`src/rtl/hash_result_writer_pkg.sv`:
```
// Shared types for the hash result writer: FSM states and the FIFO entry layout.
package hash_result_writer_pkg;

  typedef enum logic [1:0] {IDLE, RUN, DRAIN, DONE} wr_state_t;

  localparam int NUM_NONCES_DEF = 16;
  localparam int ENTRY_W        = 40;

  typedef struct packed {
    logic [7:0]  idx;
    logic [31:0] data;
  } fifo_entry_t;

endpackage

```
`src/rtl/hash_result_writer_if.sv`:
```
// Job control, hash word handshake and memory write port of the hash result writer.
interface hash_result_writer_if #(
  parameter int ADDR_W = 16
) ();
  logic              start;
  logic [ADDR_W-1:0] output_addr;
  logic              hash_valid;
  logic [31:0]       hash_data;
  logic [7:0]        hash_idx;
  logic              hash_ready;
  logic              mem_busy;
  logic              mem_we;
  logic [ADDR_W-1:0] mem_addr;
  logic [31:0]       mem_write_data;
  logic              done;
  logic              err;

  modport slave (
    input  start, output_addr, hash_valid, hash_data, hash_idx, mem_busy,
    output hash_ready, mem_we, mem_addr, mem_write_data, done, err
  );

  modport master (
    output start, output_addr, hash_valid, hash_data, hash_idx, mem_busy,
    input  hash_ready, mem_we, mem_addr, mem_write_data, done, err
  );
endinterface

```
`src/rtl/hash_result_writer_sync_fifo.sv`:
```
// Synchronous FIFO with registered read data; pointers carry one extra wrap bit.
module sync_fifo #(
  parameter int WIDTH = 40,
  parameter int DEPTH = 4
) (
  input  logic             clk,
  input  logic             reset,
  input  logic             push,
  input  logic [WIDTH-1:0] wr_data,
  input  logic             pop,
  output logic [WIDTH-1:0] rd_data,
  output logic             full,
  output logic             empty
);
  localparam int AW = $clog2(DEPTH);

  logic [WIDTH-1:0] mem [DEPTH];
  logic [AW:0]      wr_ptr;
  logic [AW:0]      rd_ptr;
  logic             do_push;
  logic             do_pop;

  assign empty   = (wr_ptr == rd_ptr);
  assign full    = (wr_ptr[AW] != rd_ptr[AW]) && (wr_ptr[AW-1:0] == rd_ptr[AW-1:0]);
  assign do_push = push && !full;
  assign do_pop  = pop && !empty;

  always_ff @(posedge clk or posedge reset) begin
    if (reset) begin
      wr_ptr <= '0;
      rd_ptr <= '0;
    end else begin
      if (do_push) wr_ptr <= wr_ptr + 1'b1;
      if (do_pop)  rd_ptr <= rd_ptr + 1'b1;
    end
  end

  always_ff @(posedge clk) begin
    if (do_push) mem[wr_ptr[AW-1:0]] <= wr_data;
  end

  always_ff @(posedge clk) begin
    if (do_pop) rd_data <= mem[rd_ptr[AW-1:0]];
  end
endmodule

```
`src/rtl/hash_result_writer.sv`:
```
// Collects per-nonce H0 words, buffers them, and writes each to base + nonce index.
module hash_result_writer
  import hash_result_writer_pkg::*;
#(
  parameter int NUM_NONCES = NUM_NONCES_DEF,
  parameter int DEPTH      = 4,
  parameter int ADDR_W     = 16
) (
  input logic                  clk,
  input logic                  reset,
  hash_result_writer_if.slave  bus
);
  localparam int                CNT_W   = $clog2(NUM_NONCES + 1);
  localparam logic [CNT_W-1:0]  CNT_MAX = CNT_W'(NUM_NONCES);
  localparam logic [8:0]        IDX_LIM = 9'(NUM_NONCES);

  wr_state_t         state_q;
  wr_state_t         state_d;
  logic [ADDR_W-1:0] base_q;
  logic [CNT_W-1:0]  acc_cnt_q;
  logic [CNT_W-1:0]  wr_cnt_q;
  logic              err_q;

  logic              ready;
  logic              done_c;
  logic              start_ok;
  logic              accept;
  logic              idx_ok;
  logic              push;
  logic              pop;
  logic              issue;
  logic              fifo_full;
  logic              fifo_empty;
  fifo_entry_t       entry_p0;
  logic [ENTRY_W-1:0] rd_raw;
  fifo_entry_t       entry_p1;
  logic              vld_p1;
  logic              mem_we_p2;
  logic [ADDR_W-1:0] mem_addr_p2;
  logic [31:0]       mem_data_p2;

  always_ff @(posedge clk or posedge reset) begin
    if (reset) state_q <= IDLE;
    else       state_q <= state_d;
  end

  always_comb begin
    state_d  = state_q;
    ready    = 1'b0;
    done_c   = 1'b0;
    start_ok = 1'b0;
    case (state_q)
      IDLE: begin
        if (bus.start) begin
          start_ok = 1'b1;
          state_d  = RUN;
        end
      end
      RUN: begin
        ready = !fifo_full && (acc_cnt_q < CNT_MAX);
        if (acc_cnt_q == CNT_MAX) state_d = DRAIN;
      end
      DRAIN: begin
        if (wr_cnt_q == CNT_MAX) state_d = DONE;
      end
      DONE: begin
        done_c  = 1'b1;
        state_d = IDLE;
      end
      default: state_d = IDLE;
    endcase
  end

  // p0: accept and push into the FIFO; out-of-range indices are dropped here
  assign accept   = bus.hash_valid && ready;
  assign idx_ok   = {1'b0, bus.hash_idx} < IDX_LIM;
  assign push     = accept && idx_ok;
  assign entry_p0 = '{idx: bus.hash_idx, data: bus.hash_data};
  assign pop      = ((state_q == RUN) || (state_q == DRAIN)) && !fifo_empty && !bus.mem_busy;

  sync_fifo #(
    .WIDTH (ENTRY_W),
    .DEPTH (DEPTH)
  ) u_fifo (
    .clk     (clk),
    .reset   (reset),
    .push    (push),
    .wr_data (entry_p0),
    .pop     (pop),
    .rd_data (rd_raw),
    .full    (fifo_full),
    .empty   (fifo_empty)
  );

  // p1: popped entry waits here until the write port is free
  assign entry_p1 = fifo_entry_t'(rd_raw);
  assign issue    = vld_p1 && !bus.mem_busy;

  always_ff @(posedge clk or posedge reset) begin
    if (reset) begin
      base_q    <= '0;
      acc_cnt_q <= '0;
      wr_cnt_q  <= '0;
      err_q     <= 1'b0;
      vld_p1    <= 1'b0;
    end else begin
      if (start_ok) begin
        base_q    <= bus.output_addr;
        acc_cnt_q <= '0;
        wr_cnt_q  <= '0;
        err_q     <= 1'b0;
      end else begin
        if (push)              acc_cnt_q <= acc_cnt_q + CNT_W'(1);
        if (accept && !idx_ok) err_q     <= 1'b1;
        if (issue)             wr_cnt_q  <= wr_cnt_q + CNT_W'(1);
      end
      if (pop)        vld_p1 <= 1'b1;
      else if (issue) vld_p1 <= 1'b0;
    end
  end

  // p2: registered memory write port; address wraps modulo 2^ADDR_W
  always_ff @(posedge clk or posedge reset) begin
    if (reset) begin
      mem_we_p2   <= 1'b0;
      mem_addr_p2 <= '0;
      mem_data_p2 <= '0;
    end else begin
      mem_we_p2 <= issue;
      if (issue) begin
        mem_addr_p2 <= base_q + ADDR_W'(entry_p1.idx);
        mem_data_p2 <= entry_p1.data;
      end
    end
  end

  assign bus.hash_ready     = ready;
  assign bus.done           = done_c;
  assign bus.err            = err_q;
  assign bus.mem_we         = mem_we_p2;
  assign bus.mem_addr       = mem_addr_p2;
  assign bus.mem_write_data = mem_data_p2;
endmodule

```
`src/flat_wrapper.sv`:
```
// flat-port wrapper written by rule: the top's interface ports become plain ports
module hash_result_writer_flat import hash_result_writer_pkg::*;
#(
  parameter int NUM_NONCES = NUM_NONCES_DEF,
  parameter int DEPTH      = 4,
  parameter int ADDR_W     = 16
)
  (clk, reset, bus_start, bus_output_addr, bus_hash_valid, bus_hash_data, bus_hash_idx, bus_mem_busy, bus_hash_ready, bus_mem_we, bus_mem_addr, bus_mem_write_data, bus_done, bus_err);
  hash_result_writer_if #(.ADDR_W(ADDR_W)) bus_i ();
  input logic clk;
  input logic reset;
  input wire logic [$bits(bus_i.start)-1:0] bus_start;
  input wire logic [$bits(bus_i.output_addr)-1:0] bus_output_addr;
  input wire logic [$bits(bus_i.hash_valid)-1:0] bus_hash_valid;
  input wire logic [$bits(bus_i.hash_data)-1:0] bus_hash_data;
  input wire logic [$bits(bus_i.hash_idx)-1:0] bus_hash_idx;
  input wire logic [$bits(bus_i.mem_busy)-1:0] bus_mem_busy;
  output wire logic [$bits(bus_i.hash_ready)-1:0] bus_hash_ready;
  output wire logic [$bits(bus_i.mem_we)-1:0] bus_mem_we;
  output wire logic [$bits(bus_i.mem_addr)-1:0] bus_mem_addr;
  output wire logic [$bits(bus_i.mem_write_data)-1:0] bus_mem_write_data;
  output wire logic [$bits(bus_i.done)-1:0] bus_done;
  output wire logic [$bits(bus_i.err)-1:0] bus_err;
  assign bus_i.start = bus_start;
  assign bus_i.output_addr = bus_output_addr;
  assign bus_i.hash_valid = bus_hash_valid;
  assign bus_i.hash_data = bus_hash_data;
  assign bus_i.hash_idx = bus_hash_idx;
  assign bus_i.mem_busy = bus_mem_busy;
  assign bus_hash_ready = bus_i.hash_ready;
  assign bus_mem_we = bus_i.mem_we;
  assign bus_mem_addr = bus_i.mem_addr;
  assign bus_mem_write_data = bus_i.mem_write_data;
  assign bus_done = bus_i.done;
  assign bus_err = bus_i.err;
  hash_result_writer #(.NUM_NONCES(NUM_NONCES), .DEPTH(DEPTH), .ADDR_W(ADDR_W)) u_core (.clk(clk), .reset(reset), .bus(bus_i));
endmodule
```
`config.mk`:
```
export PLATFORM = sky130hd
export DESIGN_NAME = hash_result_writer_flat
export DESIGN_NICKNAME = d
export VERILOG_FILES = /design/src/rtl/hash_result_writer_pkg.sv /design/src/rtl/hash_result_writer_if.sv /design/src/rtl/hash_result_writer_sync_fifo.sv /design/src/rtl/hash_result_writer.sv /design/src/flat_wrapper.sv
export SDC_FILE = /design/constraint.sdc
export NUM_CORES = 1
export LEC_CHECK = 0
export BUFFER_PORTS_ARGS = -buffer_cell sky130_fd_sc_hd__buf_2
export CAP_MARGIN = 5
export CORE_MARGIN = 4
export CORE_UTILIZATION = 40
export CTS_CLUSTER_DIAMETER = 120
export DETAILED_ROUTE_END_ITERATION = 8
export HOLD_SLACK_MARGIN = 0.03
export SLEW_MARGIN = 20
export SYNTH_ARGS = -nofsm -noshare
export SYNTH_HDL_FRONTEND = slang
export SYNTH_SLANG_ARGS = --single-unit
```
`constraint.sdc`:
```
create_clock -name clk -period 7.74 [get_ports clk]
set_input_delay 1.548 -clock clk [delete_from_list [all_inputs] [get_ports clk]]
set_output_delay 1.548 -clock clk [all_outputs]
set_load 0.05 [all_outputs]
```
Word-level counts from Yosys, hierarchy flattened
Memories as Yosys holds them, arrays and structs flattened. A register that Yosys moved wholly into a read port is not among the register bits.
Index checks and enable logic that the tools add are counted.
{ "op_classes": {"add_sub_neg": 5, "magnitude_cmp": 2, "n_eq_ne": 11, "n_mux": 18, "reduce_logical": 21} }
{ "op_table": {"columns": ["op", "count"], "rows": [
  ["two-way mux 5 bit", 4],
  ["adder 16 x 8 -> 16 bit", 1],
  ["adder 5 x 1 -> 5 bit, second input constant", 2],
  ["equality test 5 bit, second input constant", 2],
  ["logical AND 1 bit", 10],
  ["two-way mux 1 bit", 10],
  ["< comparator 8 x 5 -> 1 bit, second input constant", 1],
  ["one-hot mux 2 bit (4 select lines)", 1],
  ["nonzero test 2 bit", 4],
  ["adder 3 x 1 -> 3 bit, second input constant", 2],
  ["two-way mux 2 bit", 3],
  ["< comparator 5 bit, second input constant", 1],
  ["equality test 2 bit, second input constant", 2],
  ["logical NOT 1 bit", 4],
  ["inequality test 2 x 1 -> 1 bit, second input constant", 2],
  ["equality test 3 bit", 1],
  ["AND reduction 3 bit", 1],
  ["equality test 2 x 1 -> 1 bit, second input constant", 1],
  ["equality test 2 bit", 1],
  ["logical NOT 2 bit", 1],
  ["inequality test 2 bit, second input constant", 1],
  ["logical OR 1 bit", 1],
  ["inequality test 1 bit", 1]
]} }
{ "word_totals": {"ff_bits": 85, "ram_bits": 160, "word_cells": 69, "mem_count": 1} }
{ "memory_table": {"columns": ["name", "words", "width", "read_ports", "rd_ports_with_merged_regs", "write_ports", "line", "rtl"], "rows": [
  ["u_core.u_fifo.mem", 4, 40, 1, 1, 1, "hash_result_writer_sync_fifo.sv:17", "logic [WIDTH-1:0] mem [DEPTH];"]
]} }

Longest topological paths before layout
Gate-level depths: netlist (run 1).
{ "logic_depth": {"ltp_word": 10, "mapped_depth": 9, "ltp_nobuf": 8} }

Cells and area by module
A second synthesis (run 1) with hierarchy kept.
{ "unflattened": {"cells_unflattened": 679, "area_unflattened_um2": 11204.5} }
{ "by_module_without_submodules": {"columns": ["mod", "instances", "cells_per_inst", "area_per_inst_um2", "seq_area_each_um2"], "rows": [
  ["sync_fifo", 1, 301, 7492.2, 6155.9],
  ["hash_result_writer", 1, 378, 3712.3, 1976.9]
]} }

Worst setup path after synthesis (run 1)
OpenSTA, ideal clock, no wires.
{ "synth_path": {"path_kind": "in2reg", "start": "input bus_hash_idx[7]", "end": "memory u_core.u_fifo.mem[0][0] (enable)", "setup_time_ns": 0.401, "arrival_time_ns": 3.497, "required_time_ns": 7.339, "setup_slack_ns": 3.842, "stages": 4, "path_buffers": 1, "path_cell_list": "or4_1 nor3b_2 buf_4 and2_1"} }
{ "synth_between": {"elab_chain_cells": 5} }
{ "synth_lines": {"columns": ["item", "line", "rtl"], "rows": [
  ["from (decl)", "flat_wrapper.sv:16", "input wire logic [$bits(bus_i.hash_idx)-1:0] bus_hash_idx;"],
  ["< comparator 8 x 5 -> 1 bit", "hash_result_writer.sv:76", "assign idx_ok = {1'b0, bus.hash_idx} < IDX_LIM;"],
  ["logical AND 1 bit", "hash_result_writer.sv:77", "assign push = accept && idx_ok;"],
  ["logical AND 1 bit", "hash_result_writer_sync_fifo.sv:25", "assign do_push = push && !full;"],
  ["two-way mux 1 bit", "hash_result_writer_sync_fifo.sv:39", "if (do_push) mem[wr_ptr[AW-1:0]] <= wr_data;"],
  ["two-way mux 1 bit (implied by the code)", "hash_result_writer_sync_fifo.sv:39", null],
  ["to (decl)", "hash_result_writer_sync_fifo.sv:17", null]
]} }
No other way between the ends.

Worst setup path in the final report (run 1)
{ "layout_path": {"start": "register u_core.u_fifo.rd_ptr[1]", "end": "output bus_hash_ready"} }
{ "layout_between": {"elab_chain_cells": 5} }
{ "layout_lines": {"columns": ["item", "line", "rtl"], "rows": [
  ["from (decl)", "hash_result_writer_sync_fifo.sv:19", "logic [AW:0] rd_ptr;"],
  ["from (signal assigned)", "hash_result_writer_sync_fifo.sv:34", "if (do_pop) rd_ptr <= rd_ptr + 1'b1;"],
  ["equality test 2 bit", "hash_result_writer_sync_fifo.sv:24", "assign full = (wr_ptr[AW] != rd_ptr[AW]) && (wr_ptr[AW-1:0] == rd_ptr[AW-1:0]);"],
  ["logical AND 1 bit", "hash_result_writer_sync_fifo.sv:24", null],
  ["logical NOT 1 bit", "hash_result_writer.sv:60", "ready = !fifo_full && (acc_cnt_q < CNT_MAX);"],
  ["logical AND 1 bit", "hash_result_writer.sv:60", null],
  ["two-way mux 1 bit", "hash_result_writer.sv:52", "case (state_q)"],
  ["to (decl)", "flat_wrapper.sv:18", "output wire logic [$bits(bus_i.hash_ready)-1:0] bus_hash_ready;"]
]} }
No other way between the ends.

==> results of run 1 <==
## flip-flops by register name (all words and copies together), names as in the netlist
name,count
u_core.u_fifo.mem,160
u_core.u_fifo.rd_data,40
u_core.bus.mem_write_data,32
u_core.base_q,16
u_core.bus.mem_addr,16
u_core.acc_cnt_q,5
u_core.wr_cnt_q,5
u_core.u_fifo.rd_ptr,3
u_core.u_fifo.wr_ptr,3
u_core.state_q,2
u_core.bus.err,1
u_core.bus.mem_we,1
u_core.vld_p1,1
## cell families after synthesis
logic type | after synthesis
fa+ha+maj | 23
flops | 285
mux | 58
compound gates | 42
buf+inv | 39
simple gates | 166
xor+xnor | 27
## report_power, final
group	switching [mW]	internal [mW]	leakage (nW)	total (mW)
registers	0.274	1.99	2.87	2.27
clock network	0.542	0.846	0.461	1.39
logic	1.00	0.573	1.64	1.57
total	1.82	3.41	4.97	5.23
## path summary, 6_finish.rpt
kind,depth (start not counted),end,slack [ps],startpoint
worst max-delay path,3,bus_hash_ready,3710,u_core.u_fifo.rd_ptr[1]$_DFFE_PP0P_
worst min-delay path,2,u_core.bus.mem_write_data[27]$_DFFE_PP0P_,440,u_core.u_fifo.rd_data[27]$_DFFE_PP_
worst max register to register,4,u_core.u_fifo.mem[1][35]$_DFFE_PP_,4320,u_core.u_fifo.rd_ptr[1]$_DFFE_PP0P_
worst min register to register,2,u_core.bus.mem_write_data[27]$_DFFE_PP0P_,440,u_core.u_fifo.rd_data[27]$_DFFE_PP_
max in group asynchronous,3,u_core.u_fifo.rd_ptr[0]$_DFFE_PP0P_,5480,reset
min in group asynchronous,2,u_core.bus.mem_write_data[10]$_DFFE_PP0P_,980,reset
## worst max-delay path, cell delays in order (launching register included)
cell and delay (ps):
dfrtp_2 1070, xnor2_1 230, a311oi_2 300, buf_2 340
## stage by stage
stage / worst slack, ps / area (um2)
floorplan: 3840 / 10900
CTS: 3650 / 12800
finish: 3710 / 12800
global route: 3530 / 12800
detailed placement: 3270 / 11800
global placement: 3370 / 11800
## per-layer routing
metal | share of wire, % | wire (um)
met2 | 51 | 10600
met5 | 0.14 | 29
met3 | 5.7 | 1190
met4 | 2.1 | 440
met1 | 41 | 8630
## synthesized netlist by cell type (2+ instances only)
master	n
a31oi_1	3
mux4_2	40
o21ai_0	19
buf_2	6
dfrtp_1	85
nor3b_2	2
ha_1	22
clkbuf_1	14
xnor2_1	13
nand3_1	5
a21oi_1	7
inv_1	14
mux2_2	17
nand2_1	129
nor2_1	12
a21o_1	5
nand4_1	4
nand2b_1	2
xor2_1	14
buf_1	3
edfxtp_1	200
and2_1	6
buf_4	2
## cell type report
type / count / area [um2]
Fill cell: 2290 / 14100
Sequential cell: 285 / 8140
Multi-Input combinational cell: 316 / 2610
Clock buffer: 34 / 744
Timing Repair Buffer: 117 / 598
Tap cell: 341 / 427
Clock inverter: 17 / 204
Inverter: 14 / 53.8
==> impl_results.html, run 1 <==
<table>
<tr><th>Metric</th><th>Value</th></tr>
<tr><th colspan="2">Critical path</th></tr>
<tr><td>Type of destination of the critical path</td><td>primary output</td></tr>
<tr><td>Arrival time at the worst endpoint</td><td>2480 ps</td></tr>
<tr><td>Path type of the worst setup path</td><td>flip-flop to primary output</td></tr>
<tr><td>Largest fanout of any net on the critical path</td><td>43</td></tr>
<tr><td>Required time of the worst setup path</td><td>slightly above 6000 ps</td></tr>
<tr><td>Worst Setup Start Kind</td><td>flip-flop</td></tr>
<tr><th colspan="2">Synth</th></tr>
<tr><td>Total of warnings raised by yosys</td><td>0</td></tr>
<tr><td>Synth Net Count</td><td>~720</td></tr>
<tr><td>Library cell occupying the most area in the post-synthesis netlist</td><td>edfxtp_1</td></tr>
<tr><td>Number of synthesized register bits</td><td>between 200 and 300</td></tr>
<tr><td>Top cells by area, synth</td><td>edfxtp_1 (55%), dfrtp_1 (20%), mux4_2 (8.3%)</td></tr>
<tr><td>Adder-cell share of the synthesized area</td><td>~2.7%</td></tr>
<tr><td>Most instantiated flip-flop cell in the synthesis netlist</td><td>edfxtp_1</td></tr>
<tr><td>Share of the synthesized area in compound gates (AO/OA/AOI/OAI)</td><td>about 2.4%</td></tr>
<tr><td>Fraction of synthesized cell area taken by the top area cell type</td><td>about 55%</td></tr>
<tr><td>Seq/Total Area, Yosys</td><td>74.7%</td></tr>
<tr><td>Gate count after technology mapping</td><td>between 600 and 700</td></tr>
<tr><td>Xor/xnor share of the synthesized area</td><td>between 2 and 2.5%</td></tr>
<tr><td>Netlist Area Pre-Place</td><td>between 10000 and 15000 um2</td></tr>
<tr><td>Average footprint of a synthesized cell</td><td>between 15 and 20 um2</td></tr>
<tr><td>EDFF count, synth</td><td>200</td></tr>
<tr><td>Number of distinct library cells after synthesis</td><td>39</td></tr>
<tr><td>Fraction of registers with async set or reset after synthesis</td><td>between 20 and 30%</td></tr>
<tr><td>Largest family of logic cells by synthesized area</td><td>multiplexers</td></tr>
<tr><td>Multiplexer fraction of the synthesized cell area</td><td>about a tenth</td></tr>
<tr><td>Post-Synth Simple-Gate Area</td><td>under 10%</td></tr>
<tr><th colspan="2">Timing</th></tr>
<tr><td>Hold slack</td><td>438 ps</td></tr>
<tr><td>Final worst-path cycle share</td><td>52.0%</td></tr>
<tr><td>Setup-violating endpoint count in the final report</td><td>0</td></tr>
<tr><td>Final Max Tran Viols</td><td>0</td></tr>
<tr><td>Clock Skew</td><td>slightly above 9 ps</td></tr>
<tr><td>Number of hold-slack violations in the final timing report</td><td>0</td></tr>
<tr><td>Fin crit period</td><td>4030 ps</td></tr>
<tr><td>RSZ-0062 raised after global routing</td><td>false</td></tr>
<tr><td>Setup total negative slack</td><td>0 ps</td></tr>
<tr><td>Actual slew at the worst max-slew pin</td><td>between 1000 and 1500 ps</td></tr>
<tr><td>Peak Freq</td><td>~0.25 GHz</td></tr>
<tr><td>Worst slew margin relative to its limit</td><td>28.9%</td></tr>
<tr><th colspan="2">Global route</th></tr>
<tr><td>Grt total ovfl</td><td>0</td></tr>
<tr><td>Largest net degree at the start of global routing</td><td>66</td></tr>
<tr><td>Wire length of the first global-routing pass</td><td>34400 um</td></tr>
<tr><td>GR Util All Layers</td><td>between 10% and 20%</td></tr>
<tr><td>Met3 track utilization from global routing</td><td>under 10%</td></tr>
<tr><td>Number of global-route vias before repair</td><td>between 6k and 7k</td></tr>
<tr><td>Antenna violations before repair</td><td>3</td></tr>
<tr><td>Highest-utilization routing layer at the global route stage</td><td>met2</td></tr>
<tr><td>Met2 capacity usage during global routing</td><td>around 25%</td></tr>
<tr><td>Global routing met1 resource utilization</td><td>18.3%</td></tr>
<tr><th colspan="2">CTS</th></tr>
<tr><td>Count of hold buffers inserted by post-cts repair</td><td>0</td></tr>
<tr><td>Clock buffer count from CTS</td><td>29</td></tr>
<tr><td>Number of buffers between clock root and the deepest sink</td><td>3</td></tr>
<tr><td>Clock latency at the later pin of the worst-skew pair</td><td>530 ps</td></tr>
<tr><td>Setup bufs post-CTS</td><td>0</td></tr>
<tr><td>Post-CTS clock slew at the launch and capture registers of the worst setup and hold paths</td><td>approximately 60 ps</td></tr>
<tr><td>Root buf cell</td><td>clkbuf_16</td></tr>
<tr><td>CTS HTree Levels</td><td>1</td></tr>
<tr><td>Number of gates given a new drive strength after cts</td><td>0</td></tr>
<tr><td>TritonCTS clock tree</td><td>built</td></tr>
<tr><td>Num Clock Sinks</td><td>about 290</td></tr>
<tr><th colspan="2">Flow run</th></tr>
<tr><td>Number of maximum-capacitance constraint violations</td><td>0</td></tr>
<tr><th colspan="2">Die</th></tr>
<tr><td>Effective utilization at floorplan</td><td>between 40 and 50%</td></tr>
<tr><td>Boundary Pins</td><td>between 100 and 150</td></tr>
<tr><td>Site Rows</td><td>60</td></tr>
<tr><td>Area enclosed by the die boundary</td><td>29900 um2</td></tr>
<tr><td>Core ar.</td><td>26900 um2</td></tr>
<tr><td>Overall die height</td><td>173 um</td></tr>
<tr><td>Die width</td><td>between 150 and 200 um</td></tr>
<tr><th colspan="2">Pwr</th></tr>
<tr><td>Total power consumption of the routed design</td><td>roughly 5.2 mW</td></tr>
<tr><td>Cell area power density</td><td>409 nW/um2</td></tr>
<tr><td>Worst vdd ir</td><td>~0.16 mV</td></tr>
<tr><td>Reported leakage power</td><td>approximately 5 nW</td></tr>
<tr><th colspan="2">Cells and area</th></tr>
<tr><td>Most frequent cells in the layout</td><td>edfxtp_1 (200), nand2_1 (129), buf_2 (112), dfrtp_1 (83), mux4_2 (40)</td></tr>
<tr><td>Final cell count without fillers</td><td>about 1.1k</td></tr>
<tr><td>Post-synthesis to final-layout area growth</td><td>17.4%</td></tr>
<tr><td>Number of antenna repair diodes</td><td>0</td></tr>
<tr><td>Fin util</td><td>roughly 48%</td></tr>
<tr><td>Most common cell after layout, fill and taps aside</td><td>edfxtp_1</td></tr>
<tr><td>Post-layout net count</td><td>between 800 and 900</td></tr>
<tr><td>Fraction of final layout cells sized beyond drive strength 1</td><td>between 20% and 30%</td></tr>
<tr><th colspan="2">Routing</th></tr>
<tr><td>Post-detailed-route wirelength per cell</td><td>18.5 um</td></tr>
<tr><td>Post-Route WL</td><td>between 20000 and 25000 um</td></tr>
<tr><td>Number of vias after detailed routing</td><td>between 5k and 6k</td></tr>
<tr><td>Vias per Instance</td><td>4.97</td></tr>
<tr><td>Number of remaining DRC errors</td><td>0</td></tr>
<tr><td>Number of design-rule violations left by the first detailed-router iteration</td><td>approximately 360</td></tr>
<tr><td>Residual antenna-violating net count after detailed routing</td><td>0</td></tr>
<tr><td>First-pass DRT Iterations</td><td>4</td></tr>
<tr><th colspan="2">Outcome</th></tr>
<tr><td>Result of the run</td><td>finished clean</td></tr>
<tr><th colspan="2">Placement</th></tr>
<tr><td>PortBufs</td><td>between 100 and 150</td></tr>
<tr><td>Final Wtd Congestion</td><td>between 0.7 and 0.8</td></tr>
<tr><td>Half-perimeter wire length after detailed placement</td><td>13200 um</td></tr>
<tr><td>Number of cells after detailed placement</td><td>about 1.1k</td></tr>
<tr><th colspan="2">Worst hold path</th></tr>
<tr><td>Min-delay worst type</td><td>flip-flop to flip-flop</td></tr>
</table>
Power figures use the tool's default switching activity.
==> inputs of run 2 (changes only) <==
Clock period 7.74 ns to 3.83 ns, I/O delays scaled along.
==> run 2 against run 1 <==
Die area unchanged; hold slack worse by 63 ps; clock-buffer cell count grew 1; sequential power rose by 92%; highest routed layer is now met4.
==> impl_results.html, run 2 (same netlist as run 1, synthesis figures left out) <==
<table>
<tr><th>Metric</th><th>Value</th></tr>
<tr><th colspan="2">Pwr</th></tr>
<tr><td>Cell area power density</td><td>roughly 820 nW/um2</td></tr>
<tr><td>Worst vdd ir</td><td>0.355 mV</td></tr>
<tr><td>Reported leakage power</td><td>about 5.0 nW</td></tr>
<tr><td>Total power consumption of the routed design</td><td>10.5 mW</td></tr>
<tr><th colspan="2">Critical path</th></tr>
<tr><td>Largest fanout of any net on the critical path</td><td>4</td></tr>
<tr><td>Buffer and inverter count on the worst path</td><td>3</td></tr>
<tr><td>Critical path depth</td><td>5</td></tr>
<tr><td>Reg2Reg Setup Slack</td><td>between 1000 and 1500 ps</td></tr>
<tr><td>Source of the worst register-to-register timing path</td><td>u_core.state_q[1]$_DFFE_PP0P_</td></tr>
<tr><td>Max incr delay on CP</td><td>between 400 and 500 ps</td></tr>
<tr><td>Path type of the worst setup path</td><td>flip-flop to primary output</td></tr>
<tr><td>Capturing point of the worst reg2reg path</td><td>u_core.u_fifo.mem[0][4]$_DFFE_PP_</td></tr>
<tr><td>End of the critical path</td><td>bus_hash_ready</td></tr>
<tr><td>Required time of the worst setup path</td><td>3060 ps</td></tr>
<tr><td>Worst Setup Start Kind</td><td>flip-flop</td></tr>
<tr><td>Path depth of the worst reg2reg path</td><td>8</td></tr>
<tr><td>Arrival time at the worst endpoint</td><td>a little under 2000 ps</td></tr>
<tr><td>Cell with the most instances on the worst path</td><td>inv_1</td></tr>
<tr><td>Type of destination of the critical path</td><td>primary output</td></tr>
<tr><td>Crit. Startpoint</td><td>u_core.state_q[1]$_DFFE_PP0P_</td></tr>
<tr><td>Largest delay share family, worst path</td><td>buffers and inverters</td></tr>
<tr><td>Critical-path cell with the highest stage delay</td><td>dfrtp_1</td></tr>
<tr><td>Cell breakdown of the critical path</td><td>inv_1 -&gt; ha_1 -&gt; inv_1 -&gt; a311oi_2 -&gt; buf_2</td></tr>
<tr><th colspan="2">Timing</th></tr>
<tr><td>Peak Freq</td><td>roughly 0.37 GHz</td></tr>
<tr><td>Setup-violating endpoint count in the final report</td><td>0</td></tr>
<tr><td>Actual slew at the worst max-slew pin</td><td>roughly 850 ps</td></tr>
<tr><td>Fin crit period</td><td>2740 ps</td></tr>
<tr><td>Final worst-path cycle share</td><td>71.5%</td></tr>
<tr><td>Setup total negative slack</td><td>0 ps</td></tr>
<tr><td>Number of hold-slack violations in the final timing report</td><td>0</td></tr>
<tr><td>Worst slew margin relative to its limit</td><td>43.2%</td></tr>
<tr><td>Final Max Tran Viols</td><td>0</td></tr>
<tr><td>Hold slack</td><td>375 ps</td></tr>
<tr><td>RSZ-0062 raised after global routing</td><td>false</td></tr>
<tr><td>Clock Skew</td><td>between 10 and 15 ps</td></tr>
<tr><th colspan="2">Routing</th></tr>
<tr><td>First-pass DRT Iterations</td><td>6</td></tr>
<tr><td>Residual antenna-violating net count after detailed routing</td><td>0</td></tr>
<tr><td>Met3 wirelength from detailed routing</td><td>slightly below 900 um</td></tr>
<tr><td>Wire length the detailed router placed on met1</td><td>9210 um</td></tr>
<tr><td>Number of remaining DRC errors</td><td>0</td></tr>
<tr><td>Number of vias after detailed routing</td><td>around 5.6k</td></tr>
<tr><td>Post-detailed-route wirelength per cell</td><td>around 19 um</td></tr>
<tr><td>Met2 WL post-DR</td><td>11000 um</td></tr>
<tr><td>Vias per Instance</td><td>4.97</td></tr>
<tr><td>Top routing layer used</td><td>met4</td></tr>
<tr><td>Post-Route WL</td><td>around 21000 um</td></tr>
<tr><td>Number of design-rule violations left by the first detailed-router iteration</td><td>300</td></tr>
<tr><th colspan="2">Global route</th></tr>
<tr><td>Grt total ovfl</td><td>0</td></tr>
<tr><td>GR Util All Layers</td><td>approximately 14%</td></tr>
<tr><td>Wire length of the first global-routing pass</td><td>34700 um</td></tr>
<tr><td>Largest net degree at the start of global routing</td><td>63</td></tr>
<tr><td>Number of global-route vias before repair</td><td>approximately 6.2k</td></tr>
<tr><td>Antenna violations before repair</td><td>0</td></tr>
<tr><th colspan="2">CTS</th></tr>
<tr><td>Root buf cell</td><td>clkbuf_16</td></tr>
<tr><td>Clock latency at the later pin of the worst-skew pair</td><td>550 ps</td></tr>
<tr><td>Post-CTS clock slew at the launch and capture registers of the worst setup and hold paths</td><td>60 ps</td></tr>
<tr><td>Num Clock Sinks</td><td>about 290</td></tr>
<tr><td>Count of hold buffers inserted by post-cts repair</td><td>0</td></tr>
<tr><td>CTS HTree Levels</td><td>1</td></tr>
<tr><td>TritonCTS clock tree</td><td>built</td></tr>
<tr><td>Setup bufs post-CTS</td><td>0</td></tr>
<tr><td>Number of gates given a new drive strength after cts</td><td>0</td></tr>
<tr><td>Clock buffer count from CTS</td><td>29</td></tr>
<tr><td>Number of buffers between clock root and the deepest sink</td><td>3</td></tr>
<tr><th colspan="2">Die</th></tr>
<tr><td>Effective utilization at floorplan</td><td>between 40% and 50%</td></tr>
<tr><td>Boundary Pins</td><td>roughly 110</td></tr>
<tr><td>Site Rows</td><td>60</td></tr>
<tr><td>Overall die height</td><td>approximately 170 um</td></tr>
<tr><td>Die width</td><td>~170 um</td></tr>
<tr><td>Core ar.</td><td>~27000 um2</td></tr>
<tr><td>Area enclosed by the die boundary</td><td>roughly 30000 um2</td></tr>
<tr><th colspan="2">Placement</th></tr>
<tr><td>Half-perimeter wire length after detailed placement</td><td>roughly 14000 um</td></tr>
<tr><td>PortBufs</td><td>between 100 and 150</td></tr>
<tr><td>Dpl cell area</td><td>between 10000 and 15000 um2</td></tr>
<tr><td>Final Wtd Congestion</td><td>just under 0.8</td></tr>
<tr><th colspan="2">Worst hold path</th></tr>
<tr><td>Min-delay worst type</td><td>input port to async pin</td></tr>
<tr><th colspan="2">Cells and area</th></tr>
<tr><td>Final instance area</td><td>around 13000 um2</td></tr>
<tr><td>Fraction of final layout cells sized beyond drive strength 1</td><td>between 20% and 30%</td></tr>
<tr><td>Most common cell after layout, fill and taps aside</td><td>edfxtp_1</td></tr>
<tr><td>Max reg flops</td><td>160</td></tr>
<tr><td>Most frequent cells in the layout</td><td>edfxtp_1 (200), nand2_1 (129), buf_2 (112), dfrtp_1 (83), mux4_2 (40)</td></tr>
<tr><td>Fillcell total</td><td>about 2.3k</td></tr>
<tr><td>Post-synthesis to final-layout area growth</td><td>18.1%</td></tr>
<tr><td>Post-layout net count</td><td>approximately 850</td></tr>
<tr><td>Fin util</td><td>47.8%</td></tr>
<tr><th colspan="2">Flow run</th></tr>
<tr><td>Number of maximum-capacitance constraint violations</td><td>0</td></tr>
<tr><th colspan="2">Outcome</th></tr>
<tr><td>Result of the run</td><td>finished clean</td></tr>
</table>
==> run 2: changes by cell type in the layout (fill, tap and decap cells not counted), sizes merged <==
cell	change
diode	+1
clkinvlp	-1
clkinv	+3
clkbuf	+1
buf	+7
inv	+2
bufinv	-2
==> run 2: power by group <==
part	internal (mW)	leakage (nW)	switching [mW]
Sequential	4.03	2.87	0.322
Combinational	1.17	1.69	2.25
Clock	1.60	0.461	1.12
Total	6.79	5.01	3.70
==> run 2: routing by layer <==
metal / track usage [%] / vias to the layer above
met5: 0 / -
met4: 3.43 / 0
met3: 2.36 / 31
met2: 25.3 / 112
met1: 19.3 / 2871
li1: - / 2623
==> run 2: layout make-up <==
type | count | area (um2) | area share, %
flip-flops and latches | 285 | 8140 | 63.3
multi-input cells | 316 | 2600 | 20.2
clock buffers | 35 | 748 | 5.82
repair buffers | 124 | 701 | 5.45
well taps | 341 | 427 | 3.32
clock inverters | 19 | 181 | 1.41
inverters | 14 | 55.1 | 0.428
diodes | 1 | 2.50 | 0.0195
==> run 2: worst min-delay path by stage <==
stage	end	slack, ps	cells past startpoint
after floorplan	u_core.bus.mem_write_data[0]$_DFFE_PP0P_	410	2
after global placement	u_core.bus.mem_write_data[30]$_DFFE_PP0P_	420	2
after detailed placement	u_core.bus.mem_write_data[11]$_DFFE_PP0P_	420	2
after CTS	u_core.u_fifo.mem[2][10]$_DFFE_PP_	410	1
after global routing	u_core.u_fifo.mem[2][10]$_DFFE_PP_	410	1
final	u_core.bus.mem_write_data[10]$_DFFE_PP0P_	370	2
==> run 2: metrics by stage <==
step,std cells,setup slack (ps)
global route,1134,975
detailed placement,1080,846
global placement,1080,878
finish,1135,1090
CTS,1134,1050
floorplan,640,389
